$ cat config.mk
export PLATFORM = sky130hd
export DESIGN_NAME = seven_segment_mux
export DESIGN_NICKNAME = d
export VERILOG_FILES = /design/src/rtl/seven_segment_mux.sv
export SDC_FILE = /design/constraint.sdc
export NUM_CORES = 1
export LEC_CHECK = 0
export ABC_AREA = 0
export BUFFER_PORTS_ARGS = -buffer_cell sky130_fd_sc_hd__buf_2
export CORE_MARGIN = 1
export CORE_UTILIZATION = 58
export CTS_CLUSTER_DIAMETER = 150
export DETAILED_ROUTE_END_ITERATION = 7
export GPL_ROUTABILITY_DRIVEN = 0
export PLACE_DENSITY = 0.85
export SETUP_SLACK_MARGIN = 0.4
export SYNTH_ARGS = -nofsm -noshare
export SYNTH_HDL_FRONTEND = slang
export SYNTH_SLANG_ARGS = --single-unit
$ cat constraint.sdc
create_clock -name clk -period 3.3 [get_ports clk]
set_input_delay 0.66 -clock clk [delete_from_list [all_inputs] [get_ports clk]]
set_output_delay 0.66 -clock clk [all_outputs]
set_load 0.005 [all_outputs]
$ cat src/rtl/seven_segment_mux.sv
// seven_segment_mux
//   Time-multiplexed driver for NUM_DIGITS common-anode seven-segment digits
//   that share one active-low segment bus. Each digit owns a slot of
//   DIGIT_CYCLES clocks. The first BLANK_CYCLES of every slot keep all digits
//   dark to avoid ghosting. The digit's nibble and enable are captured at the
//   start of its slot, so input changes never tear a displayed digit.
//
// Ports
//   clk           system clock, all state on rising edge
//   reset         synchronous, active-high reset
//   values        packed hex nibbles, digit i = values[4*i+3:4*i]
//   digit_enable  1 = digit i shown during its slot, 0 = kept blank
//   segments      {a,b,c,d,e,f,g}, active-low, registered
//   digit_select  active-low digit enables, at most one low, registered
//   dp_in / dp    decimal point in (per digit) / out (active-low), present
//                 only when SEVEN_SEGMENT_MUX_DP_EN is defined
module seven_segment_mux #(
   parameter int NUM_DIGITS   = 2,
   parameter int DIGIT_CYCLES = 1024,
   parameter int BLANK_CYCLES = 16
) (
   input  logic                    clk,
   input  logic                    reset,
   input  logic [4*NUM_DIGITS-1:0] values,
   input  logic [NUM_DIGITS-1:0]   digit_enable,
`ifdef SEVEN_SEGMENT_MUX_DP_EN
   input  logic [NUM_DIGITS-1:0]   dp_in,
   output logic                    dp,
`endif
   output logic [6:0]              segments,
   output logic [NUM_DIGITS-1:0]   digit_select
);

   localparam int CNT_W = $clog2(DIGIT_CYCLES);
   // A single digit still needs a 1-bit index register.
   localparam int IDX_W = (NUM_DIGITS > 1) ? $clog2(NUM_DIGITS) : 1;

   localparam logic [CNT_W-1:0] LAST_SLOT = CNT_W'(DIGIT_CYCLES - 1);
   localparam logic [CNT_W-1:0] BLANK_END = CNT_W'(BLANK_CYCLES);
   localparam logic [IDX_W-1:0] LAST_IDX  = IDX_W'(NUM_DIGITS - 1);

   typedef enum logic {PH_BLANK, PH_ON} phase_e;

   function automatic logic [6:0] hex_decode(input logic [3:0] nib);
      logic [6:0] seg;
      case (nib)
         4'h0:    seg = 7'b0000001;
         4'h1:    seg = 7'b1001111;
         4'h2:    seg = 7'b0010010;
         4'h3:    seg = 7'b0000110;
         4'h4:    seg = 7'b1001100;
         4'h5:    seg = 7'b0100100;
         4'h6:    seg = 7'b0100000;
         4'h7:    seg = 7'b0001111;
         4'h8:    seg = 7'b0000000;
         4'h9:    seg = 7'b0001100;
         4'hA:    seg = 7'b0001000;
         4'hB:    seg = 7'b1100000;
         4'hC:    seg = 7'b0110001;
         4'hD:    seg = 7'b1000010;
         4'hE:    seg = 7'b0110000;
         default: seg = 7'b0111000;
      endcase
      return seg;
   endfunction

   logic [CNT_W-1:0]      slot_cnt_q, slot_cnt_d;
   logic [IDX_W-1:0]      digit_idx_q, digit_idx_d;
   logic [3:0]            nib_q, nib_d;
   logic                  en_q, en_d;
   logic [6:0]            segments_q, segments_d;
   logic [NUM_DIGITS-1:0] digit_select_q, digit_select_d;

   phase_e                phase;
   logic [3:0]            nib_sel;
   logic                  en_sel;
   logic [NUM_DIGITS-1:0] sel_onehot_n;

`ifdef SEVEN_SEGMENT_MUX_DP_EN
   logic dp_lat_q, dp_lat_d;
   logic dp_q, dp_d;
   logic dp_sel;
`endif

   always_comb begin
      phase        = (slot_cnt_q < BLANK_END) ? PH_BLANK : PH_ON;

      // Select the current digit's inputs and its active-low select pattern.
      nib_sel      = 4'h0;
      en_sel       = 1'b0;
      sel_onehot_n = '1;
`ifdef SEVEN_SEGMENT_MUX_DP_EN
      dp_sel       = 1'b0;
`endif
      for (int i = 0; i < NUM_DIGITS; i++) begin
         if (digit_idx_q == IDX_W'(i)) begin
            nib_sel         = values[4*i +: 4];
            en_sel          = digit_enable[i];
            sel_onehot_n[i] = 1'b0;
`ifdef SEVEN_SEGMENT_MUX_DP_EN
            dp_sel          = dp_in[i];
`endif
         end
      end

      slot_cnt_d  = (slot_cnt_q == LAST_SLOT) ? '0 : slot_cnt_q + CNT_W'(1);
      digit_idx_d = digit_idx_q;
      if (slot_cnt_q == LAST_SLOT)
         digit_idx_d = (digit_idx_q == LAST_IDX) ? '0 : digit_idx_q + IDX_W'(1);

      // Capture happens while the slot is still blank, so the new value can
      // never appear on a digit that is already lit.
      nib_d = nib_q;
      en_d  = en_q;
`ifdef SEVEN_SEGMENT_MUX_DP_EN
      dp_lat_d = dp_lat_q;
`endif
      if (slot_cnt_q == '0) begin
         nib_d = nib_sel;
         en_d  = en_sel;
`ifdef SEVEN_SEGMENT_MUX_DP_EN
         dp_lat_d = dp_sel;
`endif
      end

      segments_d     = 7'b1111111;
      digit_select_d = '1;
`ifdef SEVEN_SEGMENT_MUX_DP_EN
      dp_d           = 1'b1;
`endif
      if (phase == PH_ON && en_q) begin
         segments_d     = hex_decode(nib_q);
         digit_select_d = sel_onehot_n;
`ifdef SEVEN_SEGMENT_MUX_DP_EN
         dp_d           = ~dp_lat_q;
`endif
      end
   end

   always_ff @(posedge clk) begin
      if (reset) begin
         slot_cnt_q     <= '0;
         digit_idx_q    <= '0;
         nib_q          <= 4'h0;
         en_q           <= 1'b0;
         segments_q     <= 7'b1111111;
         digit_select_q <= '1;
`ifdef SEVEN_SEGMENT_MUX_DP_EN
         dp_lat_q       <= 1'b0;
         dp_q           <= 1'b1;
`endif
      end else begin
         slot_cnt_q     <= slot_cnt_d;
         digit_idx_q    <= digit_idx_d;
         nib_q          <= nib_d;
         en_q           <= en_d;
         segments_q     <= segments_d;
         digit_select_q <= digit_select_d;
`ifdef SEVEN_SEGMENT_MUX_DP_EN
         dp_lat_q       <= dp_lat_d;
         dp_q           <= dp_d;
`endif
      end
   end

   assign segments     = segments_q;
   assign digit_select = digit_select_q;
`ifdef SEVEN_SEGMENT_MUX_DP_EN
   assign dp           = dp_q;
`endif

endmodule

**Yosys cells after proc, flatten, opt, wreduce, memory -nomap -nowiden**

Memories as Yosys holds them, arrays and structs flattened. A register that Yosys moved wholly into a read port is not among the register bits.
Cells that the tools add are included.

- Flip-flop bits (word level): 18
- Latch bits: 0
- Memory bits (writable): 0
- Memory bits (read-only): 112
- Bits of input ports: 12
- Logic and storage cells: 21
- Memories kept: 1

Memories:

| name | words | width | read ports | clocked after Yosys merged registers in | wr ports | line | source |
|---|---|---|---|---|---|---|---|
| (name not given) | 16 | 7 | 1 | 1 | 0 | 46 | `case (nib)` |

- Add/subtract/negate cells: 2
- $mul: 0
- Divide/modulo/power cells: 0
- $lt $le $gt $ge: 1
- Equal/unequal tests: 1
- Shift-type cells: 0
- Muxes and demuxes: 6
- Bitwise operators: 1
- Reductions and logical operators: 4

Operator list:

| cell | count |
|---|---|
| 10-bit by 1-bit adder with 10-bit output (second input constant) | 1 |
| 10-bit equality test (second input constant) | 1 |
| 10-bit zero test | 1 |
| 10-bit by 5-bit less-than comparator with 1-bit output (second input constant) | 1 |
| 1-bit 2-to-1 mux | 5 |
| 4-bit 2-to-1 mux | 1 |
| 2-bit OR reduction | 2 |
| 1-bit adder (second input constant) | 1 |
| 1-bit logical AND | 1 |
| 1-bit NOT | 1 |

**Logic depth before layout (Yosys ltp)**

Gate-level depths: netlist (run 1).

- Word-level depth: 5
- Mapped depth: 5

**Least setup slack after synthesis (run 1)**

No wires, ideal clock.

- Kind: input to register
- From: input reset
- To: register segments_q[0] (netlist: segments[0])
- Library setup time: 0.158 ns
- Data arrival time: 1.347 ns
- Setup slack: 1.795 ns
- Cell stages on the path: 3
- Path buffers: 0
- Cell sequence: nand2b_1 a21oi_1 o311ai_0

- Longest elaborated chain between the ends: 1

Ends and longest elaborated chain:

| element | line | source |
|---|---|---|
| from (decl) | 23 | `input logic reset,` |
| 2-bit OR reduction (no line) | -- |  |
| to (decl) | 71 | `logic [6:0] segments_q, segments_d;` |

Every way passes these cells.
A chain may end at the register's enable or synchronous reset.

**Worst setup path after layout (run 1)**

- From: register slot_cnt_q[0]
- To: register slot_cnt_q[8]

- Longest elaborated chain between the ends: 2
- Elaborated cells on any way between the ends: 3
- Those cells by class: 1 x add/sub; 1 x eq/ne; 1 x reduce/logical

Ends and longest elaborated chain:

| element | line | source |
|---|---|---|
| from (decl) | 67 | `logic [CNT_W-1:0] slot_cnt_q, slot_cnt_d;` |
| from (signal assigned) | 153 | `slot_cnt_q <= slot_cnt_d;` |
| parallel branches: the longest is 2 deep, another holds 10-bit by 1-bit adder with 10-bit output | -- |  |

Parallel ways; which one is timed is not known.

==> flow_summary.yaml, run 1 <==
setup_path:
  critPathCaptureType: "flip-flop"
  rr_endpoint: "slot_cnt_q[8]"
  startpoint: "slot_cnt_q[0]"
  worstReg2RegStart: "slot_cnt_q[0]"
  startpoint_type: "flip-flop"
  rr_worst_depth: 4
  path_class: "flip-flop to flip-flop"
  crit_arrival_ns: 1.89
  r2r_slack_ns: 1.66
  required_ns: 3.55
  crit_fanout: 9
floorplanning:
  die-height_um: 48.4
  fp-row-count: 16
  core_um2: 2000
  die_w_um: 48.4
  initial_utilization_pct: 62.4
  io_pins: 21
  die_area_um2: 2340
sta:
  fin_skew_ns: 0.00658
  fmax_mhz: 609
  drv_slew: 0
  setup_viol: 0
  max-slew-margin-rel_pct: 56.4
  rsz0062_at_grt: "no"
  setup_tns_ns: 0
  hold_viol: 0
  worstMarginPinSlew_ns: 0.655
  min_period_over_period_pct: 49.7
  fin_crit_ns: 1.64
synth:
  ys_seq_area_share_pct: 40.1
  synth_nets: 157
  synth_warnings: 0
  syn_area_um2: 1250
  synth.ff_latch_count: 25
  netlist_instances: 138
  synth.avg_cell_area_um2: 9.05
  ys_types: 32
min_path:
  whs_endpoint: "slot_cnt_q[0]"
  whs_path_depth: 1
  hold_start: "slot_cnt_q[0]"
  hp-class: "flip-flop to flip-flop"
clock_tree:
  cts_made_buffers: 3
  clock_sinks: 25
  cts_setup_buffers: 0
  cts_tree: "yes"
  htree_levels: 1
  root_buffer: "clkbuf_4"
  clk_latency_ns: 0.32
  ctsLongestPathBuffers: 2
  clkTransAtPathRegs_ns: 0.13
  post_cts_resized: 0
  ctsHoldBuffers: 0
routing:
  drt_iter0_drc: 8
  drc: 0
  finalWirelength_um: 2430
  vias: 1035
  ant_nets: 0
  wire_per_inst_um: 13.3
  drt_pre_antenna_iters: 6
  viasPerCell: 5.66
pwr:
  cellLeakagePower_nw: 0.510
  powerDensity_nw_per_um2: 412
  peakVddDrop_mv: 0.293
placement:
  io_buffer_count: 20
  dp_hpwl_um: 1780
global_route:
  antenna_found_initial: 0
  grt_max_degree: 17
  grt_first_pass_wirelength_um: 4020
  grt_pass1_vias: 1011
  grt_use_total_pct: 21.6
  grt_overflow_total: 0
cells_and_area:
  area_growth_pct: 10.5
  mostFrequentLayoutCell: "dfxtp_1"
  drive_gt1_share_pct: 22.4
  final_util_pct: 68.9
  diodes: 0
  nNetsFinal: 176
  final_cell_mix: "25 x dfxtp_1, 20 x buf_2, 13 x nor2_1"
run_status:
  status: "complete, no violations"
flow_run:
  max-cap-violations: 0
==> routing by layer <==
layer	global-route usage, %	wire length (um)	vias to the layer above
li1	-	-	526
met1	25.4	1170	482
met2	40.4	1170	23
met3	2.83	82	4
met4	6.37	14	0
met5	0	0	-
==> where the power goes <==
group / internal, mW / total, mW / switching (mW) / leakage, nW
Combinational: 0.0450 / 0.0911 / 0.0461 / 0.291
Sequential: 0.317 / 0.339 / 0.0221 / 0.204
Clock: 0.0473 / 0.138 / 0.0908 / 0.0150
==> cell families (layout without fill, tap and decap cells) <==
logic type                 after synthesis  in the layout  synth area share, %
adders and majority gates                7              7                 7.01
muxes                                   14             14                 12.0
DFF                                     25             25                 40.1
AOI/OAI and AO/OA                       26             26                 13.4
and+or+nand+nor                         49             49                 20.6
buffers and inverters                   14             32                 4.71
xor gates and xnor gates                 3              3                 2.10
==> registers in the layout, summed over array words and instances (netlist names) <==
name	flops
slot_cnt_q	10
segments	7
nib_q	4
digit_select	2
digit_idx_q	1
en_q	1
==> worst max-delay path, stage by stage (launching register included) <==
cell and delay (ns):
dfxtp_1 0.43, ha_1 0.24, nand2_1 0.19, or4_1 0.55
a21oi_1 0.17
==> final cells by class <==
cell class,count,area [um2]
repair buffers,20,100
fillers,168,622
clock buffers,4,26.3
well taps,27,33.8
inverters,8,30.0
multi-input cells,99,689
flip-flops and latches,25,500
==> metrics by stage <==
stage	cells	hold WS (ns)	cell area, um2	setup slack (ns)	total power [mW]
global route	183	0.514	1380	1.58	0.591
global placement	179	0.451	1350	1.43	0.428
floorplan	138	0.437	1250	1.79	0.409
CTS	183	0.506	1380	1.67	0.563
finish	183	0.511	1380	1.66	0.568
detailed placement	179	0.468	1350	1.33	0.435
==> Yosys cell counts (all sizes together) <==
library cell | number | share of area, %
clkbuf | 3 | 0.90
and4 | 1 | 0.70
nand4 | 3 | 1.5
nor4 | 1 | 1.0
xnor2 | 2 | 1.4
nand2b | 5 | 2.5
nor2 | 13 | 3.9
ha | 7 | 7.0
o31ai | 3 | 1.8
or3 | 2 | 1.1
or4 | 2 | 1.2
nand2 | 12 | 3.6
a211oi | 1 | 0.60
o211ai | 5 | 3.0
inv | 8 | 2.4
a21boi | 1 | 0.60
a21oi | 6 | 2.4
mux2i | 6 | 4.8
buf | 3 | 1.4
nand3 | 7 | 3.2
dfxtp | 25 | 40
o21ai | 6 | 2.4
o311ai | 3 | 2.1
and3 | 2 | 1.1
xor2 | 1 | 0.70
mux2 | 8 | 7.2
a31oi | 1 | 0.50
or4b | 1 | 0.80
==> worst max-delay path by stage <==
stage | to | slack (ns) | cells past startpoint
after floorplan | segments[0] | 1.79 | 3
after global placement | segments[1] | 1.43 | 4
after detailed placement | segments[1] | 1.33 | 4
after CTS | slot_cnt_q[3] | 1.67 | 4
after global routing | segments[1] | 1.58 | 4
final | slot_cnt_q[8] | 1.66 | 4
No activity file was read; power rests on OpenSTA's default activity.
==> inputs of run 2 (changes only) <==
--- a/config.mk
+++ b/config.mk
@@ -5,14 +5,14 @@
 export SDC_FILE = /design/constraint.sdc
 export NUM_CORES = 1
 export LEC_CHECK = 0
-export ABC_AREA = 0
+export ABC_AREA = 1
 export BUFFER_PORTS_ARGS = -buffer_cell sky130_fd_sc_hd__buf_2
 export CORE_MARGIN = 1
-export CORE_UTILIZATION = 58
+export CORE_UTILIZATION = 54
 export CTS_CLUSTER_DIAMETER = 150
 export DETAILED_ROUTE_END_ITERATION = 7
 export GPL_ROUTABILITY_DRIVEN = 0
-export PLACE_DENSITY = 0.85
+export PLACE_DENSITY = 0.8
 export SETUP_SLACK_MARGIN = 0.4
 export SYNTH_ARGS = -nofsm -noshare
 export SYNTH_HDL_FRONTEND = slang
==> constraint.sdc (replaced) <==
create_clock -name clk -period 1.7 [get_ports clk]
set_input_delay 0.34 -clock clk [delete_from_list [all_inputs] [get_ports clk]]
set_output_delay 0.34 -clock clk [all_outputs]
set_load 0.005 [all_outputs]
==> run 2 against run 1 <==
Against the previous run:
- final cell count rose by 30%
- critical path depth is 3 higher
- synthesized area grew 1.4%
- clock-buffer cell count decreased by 1
- combinational power up 110%
- first-iteration DRC count rose to 4.4 times the previous value
- worst setup slack lost 1.2 ns
- sequential share of layout area down 2.2 points
- non-clock buffer count increased by 4
- total power up 93%
- flip-flop and latch count did not move
- die area grew 8.5%
==> flow_summary.yaml, run 2 <==
run_status:
  status: "complete, no violations"
clock_tree:
  ctsHoldBuffers: 0
  cts_tree: "yes"
  clk_latency_ns: 0.32
  cts_made_buffers: 3
  root_buffer: "clkbuf_4"
  clock_sinks: 25
  htree_levels: 1
  clkTransAtPathRegs_ns: 0.15
  ctsLongestPathBuffers: 2
cells_and_area:
  final_cell_mix: "46 x nand2_1, 32 x nor2_1, 21 x dfxtp_1"
  multi_input_area_um2: 712
  seq_area_um2: 510
  num-fill-cells: 195
  area_growth_pct: 18.3
  nNetsFinal: 230
  largest_reg_flops: 10
  drive_gt1_share_pct: 22.9
  diodes: 0
  stdcell_count: 238
  mostFrequentLayoutCell: "nand2_1"
  largest-register: "slot_cnt_q"
global_route:
  grt_overflow_total: 0
  use_met2_pct: 33.6
  globalRoute.busiestLayer: "met2"
  antenna_found_initial: 0
  grt_max_degree: 15
  grtUsageMet3_pct: 2.73
  grt_pass1_vias: 1013
  grt_use_total_pct: 19.9
  grt_first_pass_wirelength_um: 3890
  grt_util_met1_pct: 24.5
routing:
  wire_per_inst_um: 10.1
  vias: 1195
  drt_iter0_drc: 35
  drt_pre_antenna_iters: 4
  ant_nets: 0
  viasPerCell: 5.02
  finalWirelength_um: 2400
  drc: 0
synth:
  yosysTopAreaCellShare_pct: 39.5
  ys_types: 22
  synth_nets: 203
  synthFlopType: "dfxtp_1"
  synth_top_area_cell: "dfxtp_1"
  synth.avg_cell_area_um2: 6.88
  ys_seq_area_share_pct: 39.5
  synth_common_cells: "46 x nand2_1, 32 x nor2_1, 25 x dfxtp_1"
  synth_warnings: 0
  synth_area_leaders: "dfxtp_1 40%, nand2_1 14%, nor2_1 9.5%, ha_1 6.9%, nand3_1 5.9%"
  syn_area_um2: 1270
  netlist_instances: 184
  synth_edf_count: 0
  ys_async_sr_fraction_pct: 0
  synth.ff_latch_count: 25
  synth.most_common_cell: "nand2_1"
floorplanning:
  die-height_um: 50.4
  core_um2: 2210
  die_area_um2: 2540
  io_pins: 21
  fp-row-count: 17
  die_w_um: 50.4
  initial_utilization_pct: 57.2
sta:
  hold_viol: 0
  max-slew-margin-rel_pct: 77.1
  worstMarginPinSlew_ns: 0.343
  rsz0062_at_grt: "yes"
  drv_slew: 0
  setup_viol: 0
  setup_tns_ns: 0
  fin_crit_ns: 1.22
  min_period_over_period_pct: 71.9
  fin_skew_ns: 0.0187
  fmax_mhz: 818
setup_path:
  startpoint_type: "flip-flop"
  critPathCaptureType: "flip-flop"
  required_ns: 1.95
  path_class: "flip-flop to flip-flop"
  crit_fanout: 5
  crit_arrival_ns: 1.47
pwr:
  powerDensity_nw_per_um2: 732
  peakVddDrop_mv: 0.441
  finalPower_mw: 1.10
  cellLeakagePower_nw: 0.656
placement:
  dp.cells: 229
  dp_hpwl_um: 1790
  io_buffer_count: 20
min_path:
  hp-class: "input port to flip-flop"
flow_run:
  max-cap-violations: 0
==> run 2: changes by cell type after synthesis, moves of 5 or more <==
| cell | previous run | this run |
|---|---|---|
| mux2i_1 | 6 | 0 |
| nand2_1 | 12 | 46 |
| and2_1 | 0 | 5 |
| nor2_1 | 13 | 32 |
| nand3_1 | 6 | 15 |
| nand2b_1 | 5 | 0 |
| inv_1 | 8 | 18 |
| mux2_2 | 8 | 0 |
==> run 2: cells by family after synthesis <==
group	Yosys count	synth area share [%]
compound gates	14	5.83
xor+xnor	2	1.38
fa+ha+maj	7	6.92
buf+inv	25	7.71
flops	25	39.5
simple gates	111	38.6
==> run 2: layout make-up <==
cell class | count | area share (%)
Timing Repair Buffer | 24 | 8.69
Clock buffer | 3 | 1.50
Clock inverter | 1 | 0.334
Tap cell | 28 | 2.34
Sequential cell | 25 | 34.1
Inverter | 22 | 5.51
Multi-Input combinational cell | 135 | 47.5
==> run 2: layer usage <==
layer | vias up | share of wire (%)
li1 | 629 | -
met5 | - | 0
met4 | 0 | 0.67
met3 | 2 | 3.3
met2 | 27 | 50
met1 | 537 | 46
==> run 2: through the flow <==
| stage | hold slack (ns) | util [%] | worst slack (ns) | cell area [um2] |
|---|---|---|---|---|
| finish | 0.166 | 67.7 | 0.478 | 1500 |
| global route | 0.164 | 67.7 | 0.379 | 1500 |
| CTS | 0.168 | 64.0 | 0.406 | 1420 |
| detailed placement | 0.462 | 62.7 | 0.383 | 1390 |
| global placement | 0.438 | 62.7 | 0.430 | 1390 |
| floorplan | 0.412 | - | 0.549 | 1270 |
==> run 2: worst max-delay path, stage by stage, from the launching register on <==
cell,delay [ns]
dfxtp_2,0.40
inv_1,0.08
ha_1,0.19
nand2_1,0.12
inv_1,0.11
nand3_1,0.09
nand2_1,0.06
nor2_1,0.09
==> run 2: power breakdown <==
part	internal (mW)	switching, mW
clock network	0.0879	0.177
logic	0.0842	0.111
registers	0.609	0.0271
total	0.781	0.315
==> run 2: final timing paths <==
kind | startpoint | end | slack [ns] | cells past startpoint
max | slot_cnt_q[0] | nib_q[3] | 0.48 | 7
min | reset | digit_idx_q | 0.17 | 2
max reg2reg | slot_cnt_q[0] | nib_q[3] | 0.48 | 7
min reg2reg | slot_cnt_q[0] | slot_cnt_q[0] | 0.48 | 1
==> run 2: repair_timing <==
| item | 4_1_cts | 5_1_grt |
|---|---|---|
| setup endpoints to repair | 1 | 14 |
| setup buffers | 0 | 4 |
| gates resized for setup | 1 | 11 |
| pin swaps | 0 | 3 |
| gates cloned | 0 | 1 |
